===== src/rtl/freq_sweep_unit.sv =====
// Frequency-sweep engine for a square-wave channel: shadow frequency, periodic add/sub sweep, overflow mute.
// Latency: every output is registered; pulses (freq_update, channel_off) appear one clk after the qualifying strobe.
// Backpressure: none; strobes are consumed in the clk they arrive, trigger beats a coincident sweep tick.
module freq_sweep_unit #(
    parameter int FREQ_W   = 11,
    parameter int PERIOD_W = 3,
    parameter int SHIFT_W  = 3,
    localparam int CW      = PERIOD_W + 1 + SHIFT_W
) (
    input  logic              clk,
    input  logic              reset_n,
    input  logic              slow_clk_en,
    input  logic              cpu_en,
    input  logic              sweep_tick_en,
    input  logic [CW-1:0]     ctrl_wdata,
    input  logic              ctrl_write,
    output logic [CW-1:0]     ctrl,
    input  logic              trigger,
    input  logic [FREQ_W-1:0] freq_in,
    output logic [FREQ_W-1:0] new_freq,
    output logic              freq_update,
    output logic              channel_off,
    output logic              sweep_enabled
);

    localparam int TW = PERIOD_W + 1;

    logic [FREQ_W-1:0]   shadow;
    logic [TW-1:0]       timer;
    logic                negate_used;

    logic                cpu_wr, trig, tick, lockout;
    logic [CW-1:0]       t_ctrl;
    logic [PERIOD_W-1:0] o_period, t_period;
    logic                o_neg, t_neg;
    logic [SHIFT_W-1:0]  o_shift, t_shift;
    logic [FREQ_W:0]     trig_calc, n1, n2;

    // One sweep step at FREQ_W+1 bits; the top bit flags add-mode overflow.
    function automatic logic [FREQ_W:0] calc(input logic [FREQ_W-1:0] x,
                                             input logic neg,
                                             input logic [SHIFT_W-1:0] sh);
        logic [FREQ_W:0] ext;
        logic [FREQ_W:0] delta;
        ext   = {1'b0, x};
        delta = ext >> sh;
        calc  = neg ? (ext - delta) : (ext + delta);
    endfunction

    // A zero period field means the longest interval, 2^PERIOD_W ticks.
    function automatic logic [TW-1:0] reload(input logic [PERIOD_W-1:0] p);
        reload = (p == '0) ? {1'b1, {PERIOD_W{1'b0}}} : {1'b0, p};
    endfunction

    assign cpu_wr  = cpu_en & ctrl_write;
    assign trig    = cpu_en & trigger;
    assign tick    = slow_clk_en & sweep_tick_en & ~trig;

    // Ticks see the register as it was; a trigger sees a same-clk write.
    assign o_period = ctrl[CW-1 -: PERIOD_W];
    assign o_neg    = ctrl[SHIFT_W];
    assign o_shift  = ctrl[SHIFT_W-1:0];
    assign t_ctrl   = cpu_wr ? ctrl_wdata : ctrl;
    assign t_period = t_ctrl[CW-1 -: PERIOD_W];
    assign t_neg    = t_ctrl[SHIFT_W];
    assign t_shift  = t_ctrl[SHIFT_W-1:0];

    // Leaving negate mode after a subtracting sweep has been applied kills the channel.
    assign lockout  = cpu_wr & negate_used & ~ctrl_wdata[SHIFT_W];

    assign trig_calc = calc(freq_in, t_neg, t_shift);
    assign n1        = calc(shadow, o_neg, o_shift);
    assign n2        = calc(n1[FREQ_W-1:0], o_neg, o_shift);

    // Control register, shadow frequency, sweep timer and one-clk event pulses.
    always_ff @(posedge clk or negedge reset_n) begin
        if (!reset_n) begin
            ctrl          <= '0;
            shadow        <= '0;
            timer         <= '0;
            sweep_enabled <= 1'b0;
            negate_used   <= 1'b0;
            new_freq      <= '0;
            freq_update   <= 1'b0;
            channel_off   <= 1'b0;
        end else begin
            freq_update <= 1'b0;
            channel_off <= 1'b0;

            if (cpu_wr) begin
                ctrl <= ctrl_wdata;
            end

            if (tick) begin
                if (timer > TW'(1)) begin
                    timer <= timer - TW'(1);
                end else begin
                    timer <= reload(o_period);
                    if (sweep_enabled && (o_period != '0)) begin
                        if (n1[FREQ_W]) begin
                            channel_off   <= 1'b1;
                            sweep_enabled <= 1'b0;
                        end else begin
                            if (o_neg) begin
                                negate_used <= 1'b1;
                            end
                            if (o_shift != '0) begin
                                shadow      <= n1[FREQ_W-1:0];
                                new_freq    <= n1[FREQ_W-1:0];
                                freq_update <= 1'b1;
                                // Look-ahead: the next step would already overflow.
                                if (n2[FREQ_W]) begin
                                    channel_off <= 1'b1;
                                end
                            end
                        end
                    end
                end
            end

            if (lockout) begin
                channel_off   <= 1'b1;
                sweep_enabled <= 1'b0;
            end

            // Trigger is last so it owns the enable and lockout state it restarts.
            if (trig) begin
                shadow        <= freq_in;
                timer         <= reload(t_period);
                negate_used   <= 1'b0;
                sweep_enabled <= (t_period != '0) | (t_shift != '0);
                if ((t_shift != '0) && trig_calc[FREQ_W]) begin
                    channel_off <= 1'b1;
                end
            end
        end
    end

endmodule


===== config.mk =====
export PLATFORM = sky130hd
export DESIGN_NAME = freq_sweep_unit
export DESIGN_NICKNAME = d
export VERILOG_FILES = /design/src/rtl/freq_sweep_unit.sv
export SDC_FILE = /design/constraint.sdc
export NUM_CORES = 1
export LEC_CHECK = 0
export ABC_AREA = 1
export CAP_MARGIN = 20
export CORE_MARGIN = 4
export CORE_UTILIZATION = 49
export DETAILED_ROUTE_END_ITERATION = 8
export PLACE_DENSITY = 0.7
export SETUP_SLACK_MARGIN = 0.05
export SYNTH_ARGS = -nofsm -noshare
export SYNTH_HDL_FRONTEND = slang
export SYNTH_SLANG_ARGS = --single-unit

===== constraint.sdc =====
create_clock -name clk -period 10.7 [get_ports clk]
set_input_delay 1.605 -clock clk [delete_from_list [all_inputs] [get_ports clk]]
set_output_delay 1.605 -clock clk [all_outputs]
set_load 0.05 [all_outputs]

==> flow_summary.ini, run 1 <==
[power_and_ir_drop]
power_frac_clock = 0.085
seqPwrFrac = 0.151
ir_drop_mv = 0.102
combPwrFrac = 0.764
swShare = 0.564
power_density_nw_per_um2 = 284
switchingPower_w = 0.000841
intPower_w = 0.000651
fin_total_pwr_w = 0.00149
p_leak_nw = 2.71

[logic_synthesis]
ys_warn_count = 0
synth_nets = 785
ys_async_sr_fraction = 1.00
synth-edff-count = 0
ys_seq_area_frac = 0.198
synth_cell_types = 49
syn_area_um2 = 4690
ys_seq_elements = 37
syn_inst = 725
synthFlopType = dfrtp_1
synth_area_per_cell_um2 = 6.46

[detailed_routing]
postRouteAntennaNets = 0
drt_iter0_drc = 204
dr_total_vias = 4744
first_pass_iters = 6
wirelength_um = 12800
via_per_inst = 5.35
wl_per_cell_um = 14.5
drc_errors = 0

[worst_setup_path]
max_stage_delay_ns = 0.95
rr_endpoint = channel_off
crit_path_frequent_cell = nand2_1
critPathMaxFanout = 28
endpoint_kind = flip-flop
critPathKind = flip-flop to flip-flop
cp-startpoint = ctrl[0]
timing.rr.start = ctrl[0]
crit_cells = 44
critPathArrivalTime_ns = 6.43
reg2reg_slack_ns = 4.45
cp_top_family = simple AND/OR/NAND/NOR gates
path_buf_inv = 5
crit_path_start_kind = flip-flop
required_ns = 10.88
cp_slowest_cell = dfrtp_1
ff2ff_path_depth = 44

[global_routing]
grt_usage = 0.241
antenna_found_initial = 0
grt_pass1_vias = 4699
grt_max_degree = 38
grt_overflow_total = 0
grt_pass1_wl_um = 22100

[min_path]
hold_start = new_freq[4]
whs_endpoint = new_freq[4]
hp-class = flip-flop to flip-flop
whs_path_depth = 2

[placement]
gp_congestion = 0.962
dp_hpwl_um = 10700
numPortBuffers = 45
pre_cts_ws_ns = 4.54
dpl_cell_area_um2 = 5130

[cts]
cts_num_sinks = 37
clockBufferDepth = 2
numCtsBuffers = 5
clkTransAtPathRegs_ns = 0.08
insertion_delay_ns = 0.29
cts-root-buf = clkbuf_8
cts_max_level = 2
hold_buffers = 0
post-cts-setup-buffers = 0
cts_tree = yes
postCtsResizedCells = 0

[sta]
tightest_slew_ns = 0.914
setup_viol = 0
max_slew_margin = 0.390
post-route-period-util = 0.584
fin_crit_ns = 6.25
fmax_mhz = 160
setup_tns_ns = 0
drv_slew = 0
report.final.hold_viol_count = 0
skew_ns = 0.00915
grt_setup_unrepaired = false
setup_ws_ns = 4.45

[cells_and_area]
nNetsFinal = 816
fill_cells = 946
diodes = 0
final_area_um2 = 5250
drive_gt1_frac = 0.102
syn2layout_area_growth_pct = 12.1

[flow_run]
cap_violations = 0

[floorplanning]
initial_utilization = 0.505
dieWidth_um = 106
core-area_um2 = 9280
rows = 35
die_y_um = 106
ios = 46
dieArea_um2 = 11200

[outcome]
outcome = complete, no violations
## synthesized netlist by cell type (3+ instances only)
master | instances | area, um2
nand2_1 | 225 | 845
inv_1 | 94 | 353
nand3_1 | 65 | 325
dfrtp_1 | 37 | 926
ha_1 | 34 | 425
nor2_1 | 30 | 113
o21ai_0 | 25 | 125
o21ai_1 | 25 | 125
a21oi_1 | 21 | 105
xor2_1 | 20 | 175
nand2_2 | 19 | 119
o211ai_1 | 13 | 97.6
xnor2_1 | 11 | 96.3
buf_2 | 9 | 45.0
buf_6 | 9 | 101
nand4_1 | 9 | 56.3
nor3_1 | 8 | 40.0
o21ai_2 | 8 | 70.1
inv_2 | 7 | 26.3
nor2_2 | 7 | 43.8
o221ai_2 | 5 | 75.1
or2_2 | 4 | 25.0
a21oi_2 | 3 | 26.3
nand3_2 | 3 | 30.0
o221ai_1 | 3 | 26.3
## cells in the final DEF, fill, tap and decap left out, drive strengths merged, types with 11 or more instances in the layout
cell type      instances
nor2                  38
xor2                  21
xnor2                 11
a21oi                 24
clkdlybuf4s50         44
o211ai                13
o21ai                 58
ha                    34
nand3                 68
nand2                245
dfrtp                 37
inv                  104
## metrics by stage
stage	hold WS [ns]	instances	utilization
final	0.476	886	0.566
after global placement	0.460	878	0.553
after CTS	0.476	886	0.566
after detailed placement	0.459	878	0.553
after global routing	0.505	886	0.566
after floorplan	0.464	725	-
## kinds of logic after synthesis
group                    count (synthesis)  synth area share
AND/OR/NAND/NOR                        377             0.356
buffers and inverters                  126             0.121
AO/OA/AOI/OAI                          118             0.169
flip-flops                              37             0.198
adder cells (fa/ha/maj)                 35            0.0950
XOR/XNOR                                32            0.0614
## layout make-up
class / count / area [um2] / area share
tap: 129 / 161 / 0.0307
clock buffer: 6 / 82.6 / 0.0157
multi-input combinational: 562 / 3190 / 0.608
inverter: 104 / 400 / 0.0762
clock inverter: 2 / 37.5 / 0.00715
sequential: 37 / 926 / 0.176
timing repair buffer: 46 / 453 / 0.0862
## per-layer routing
metal | vias up | global-route usage | wire [um]
met5 | - | 0 | 0
met4 | 0 | 0.0953 | 470
met3 | 31 | 0.0239 | 689
met2 | 137 | 0.421 | 6110
met1 | 2157 | 0.305 | 5570
li1 | 2419 | - | -
## power by group through the flow
stage	registers, W	logic, W	clock network [W]
floorplan	0.000294	0.000796	0
global placement	0.000227	0.00112	0
detailed placement	0.000227	0.00113	0
CTS	0.000225	0.00114	0.000129
global route	0.000232	0.00130	0.000135
finish	0.000225	0.00114	0.000127
## worst max path at each step
stage                        to
CTS                 channel_off
global placement    channel_off
global route        channel_off
detailed placement  channel_off
finish              channel_off
floorplan           channel_off
## registers in the layout, summed over array words and instances, names as in the netlist
signal	count
channel_off	1
new_freq	11
ctrl	7
shadow	11
timer	4
freq_update	1
sweep_enabled	1
negate_used	1
## worst register-to-register path, delay by kind of cell (launching register included)
kind                     cells  cell delay (ns)
buffers and inverters        5             0.58
AO/OA/AOI/OAI                5             0.78
AND/OR/NAND/NOR             29             2.44
flip-flops                   1             0.95
adder cells (fa/ha/maj)      4             1.21
XOR/XNOR                     1             0.18
(Power assumes the default switching activity.)
==> run 2, diff against run 1 <==
- clock period: 10.7 -> 6.2 ns (I/O delays scaled with it)
==> run 2 against run 1 <==
Setup slack worse by 3.9 ns. Sequential power is 70% higher. Die area stayed put. Critical endpoint unchanged. Largest cell class unchanged. Largest power group unchanged. Highest routed layer unchanged.
==> flow_summary.ini, run 2 (synthesis results as in run 1) <==
[power_and_ir_drop]
seqPwrFrac = 0.145
combPwrFrac = 0.776
power_density_nw_per_um2 = 495
power_frac_clock = 0.080
intPower_w = 0.00115
ir_drop_mv = 0.175
switchingPower_w = 0.00150
swShare = 0.565
p_leak_nw = 2.77

[cells_and_area]
drive_gt1_frac = 0.122
top_regs = new_freq: 11 flops, shadow: 11 flops, ctrl: 7 flops
nNetsFinal = 829
diodes = 0
layout_commonest_cell = nand2_1
most-common-layout-cells = 225 x nand2_1, 94 x inv_1, 65 x nand3_1, 44 x clkdlybuf4s50_1, 36 x dfrtp_1
final_area_um2 = 5360
syn2layout_area_growth_pct = 14.3

[worst_setup_path]
required_ns = 6.39
cp_top_family = simple AND/OR/NAND/NOR gates
critPathKind = flip-flop to flip-flop
cp_slowest_cell = dfrtp_2
endpoint_kind = flip-flop
max_stage_delay_ns = 0.41
crit_path_frequent_cell = nand2_1
crit_path_start_kind = flip-flop
critPathArrivalTime_ns = 5.80
path_buf_inv = 5
critPathMaxFanout = 19

[sta]
setup_tns_ns = 0
post-route-period-util = 0.905
fin_crit_ns = 5.61
drv_slew = 0
grt_setup_unrepaired = false
tightest_slew_ns = 0.815
report.final.hold_viol_count = 0
max_slew_margin = 0.457
setup_viol = 0
skew_ns = 0.00832
fmax_mhz = 178

[global_routing]
antenna_found_initial = 0
grt_overflow_total = 0
grt_usage = 0.247
grt_max_degree = 38
grt_pass1_wl_um = 22500
grt_pass1_vias = 4632

[detailed_routing]
via_per_inst = 5.40
dr_wl_met3_um = 560
wirelength_um = 13500
drt_iter0_drc = 384
drc_errors = 0
wirelength_met1_um = 5690
first_pass_iters = 7
dr_total_vias = 4855
wl_per_cell_um = 15.0
route.met2.wl_um = 6750
highest_layer = met4
postRouteAntennaNets = 0

[floorplanning]
dieArea_um2 = 11200
rows = 35
dieWidth_um = 106
core-area_um2 = 9280
initial_utilization = 0.505
ios = 46
die_y_um = 106

[outcome]
outcome = complete, no violations

[cts]
cts-root-buf = clkbuf_8
cts_max_level = 2
cts_num_sinks = 37
numCtsBuffers = 5
insertion_delay_ns = 0.29
clkTransAtPathRegs_ns = 0.08
cts_tree = yes
clockBufferDepth = 2

[min_path]
hp-class = flip-flop to flip-flop

[placement]
dp_hpwl_um = 11300
gp_congestion = 1.01
dpl_cell_area_um2 = 5170
numPortBuffers = 45

[flow_run]
cap_violations = 0
[run 2: changes by cell type in the layout (fill, tap and decap cells not counted)]
cell,before,now
ha_2,0,1
buf_4,1,13
clkbuf_8,6,5
clkbuf_4,0,1
dfrtp_1,37,36
o21ai_1,25,26
clkinv_4,0,1
dfrtp_2,0,1
o21ai_0,25,23
ha_1,34,33
o21ai_2,8,9
fa_2,0,1
fa_1,1,0
[run 2: path summary, 6_finish.rpt]
kind / depth (start not counted) / to / from / slack (ns)
setup / recovery: 45 / channel_off / ctrl[0] / 0.59
hold / removal: 2 / new_freq[7] / new_freq[7] / 0.47
setup reg to reg: 45 / channel_off / ctrl[0] / 0.59
hold reg to reg: 2 / new_freq[7] / new_freq[7] / 0.47
max in group asynchronous: 1 / ctrl[0] / reset_n / 4.90
min in group asynchronous: 1 / ctrl[5] / reset_n / 0.72
[run 2: final cells by class]
| cell class | count | area, um2 |
|---|---|---|
| Fill cell | 951 | 3930 |
| Multi-Input combinational cell | 562 | 3200 |
| Sequential cell | 37 | 927 |
| Timing Repair Buffer | 59 | 551 |
| Inverter | 104 | 400 |
| Tap cell | 129 | 161 |
| Clock buffer | 5 | 68.8 |
| Clock inverter | 3 | 46.3 |
[run 2: metal layers]
metal / vias up / GRT usage
met1: 2236 / 0.299
met5: - / 0
li1: 2442 / -
met3: 34 / 0.0245
met4: 0 / 0.0925
met2: 143 / 0.451
[run 2: metrics by stage]
step	hold slack, ns	setup slack, ns	utilization	cells	total power (W)
finish	0.471	0.587	0.577	899	0.00265
global route	0.502	0.0391	0.577	899	0.00292
CTS	0.478	0.398	0.569	891	0.00262
detailed placement	0.461	0.403	0.557	883	0.00240
global placement	0.460	0.517	0.557	883	0.00237
floorplan	0.464	0.996	-	725	0.00188
[run 2: power groups by stage]
stage / Clock (W) / Sequential, W / Combinational (W)
after detailed placement: 0 / 0.000387 / 0.00201
after CTS: 0.000215 / 0.000383 / 0.00202
after floorplan: 0 / 0.000507 / 0.00137
after global placement: 0 / 0.000385 / 0.00198
final: 0.000211 / 0.000383 / 0.00206
after global routing: 0.000226 / 0.000390 / 0.00231
[run 2: repair_timing]
| action | in CTS | in global routing |
|---|---|---|
| setup endpoints to repair | 0 | 1 |
| hold buffers | 0 | 0 |
| setup buffers | 0 | 8 |
| resized for setup | 0 | 7 |
[run 2: worst register-to-register path: cells and delay by family, from the launching register on]
kind / cells / cell delay, ns
simple gates: 30 / 2.37
fa+ha+maj: 4 / 1.14
compound gates: 5 / 0.84
buf+inv: 5 / 0.57
flops: 1 / 0.41
xor+xnor: 1 / 0.17
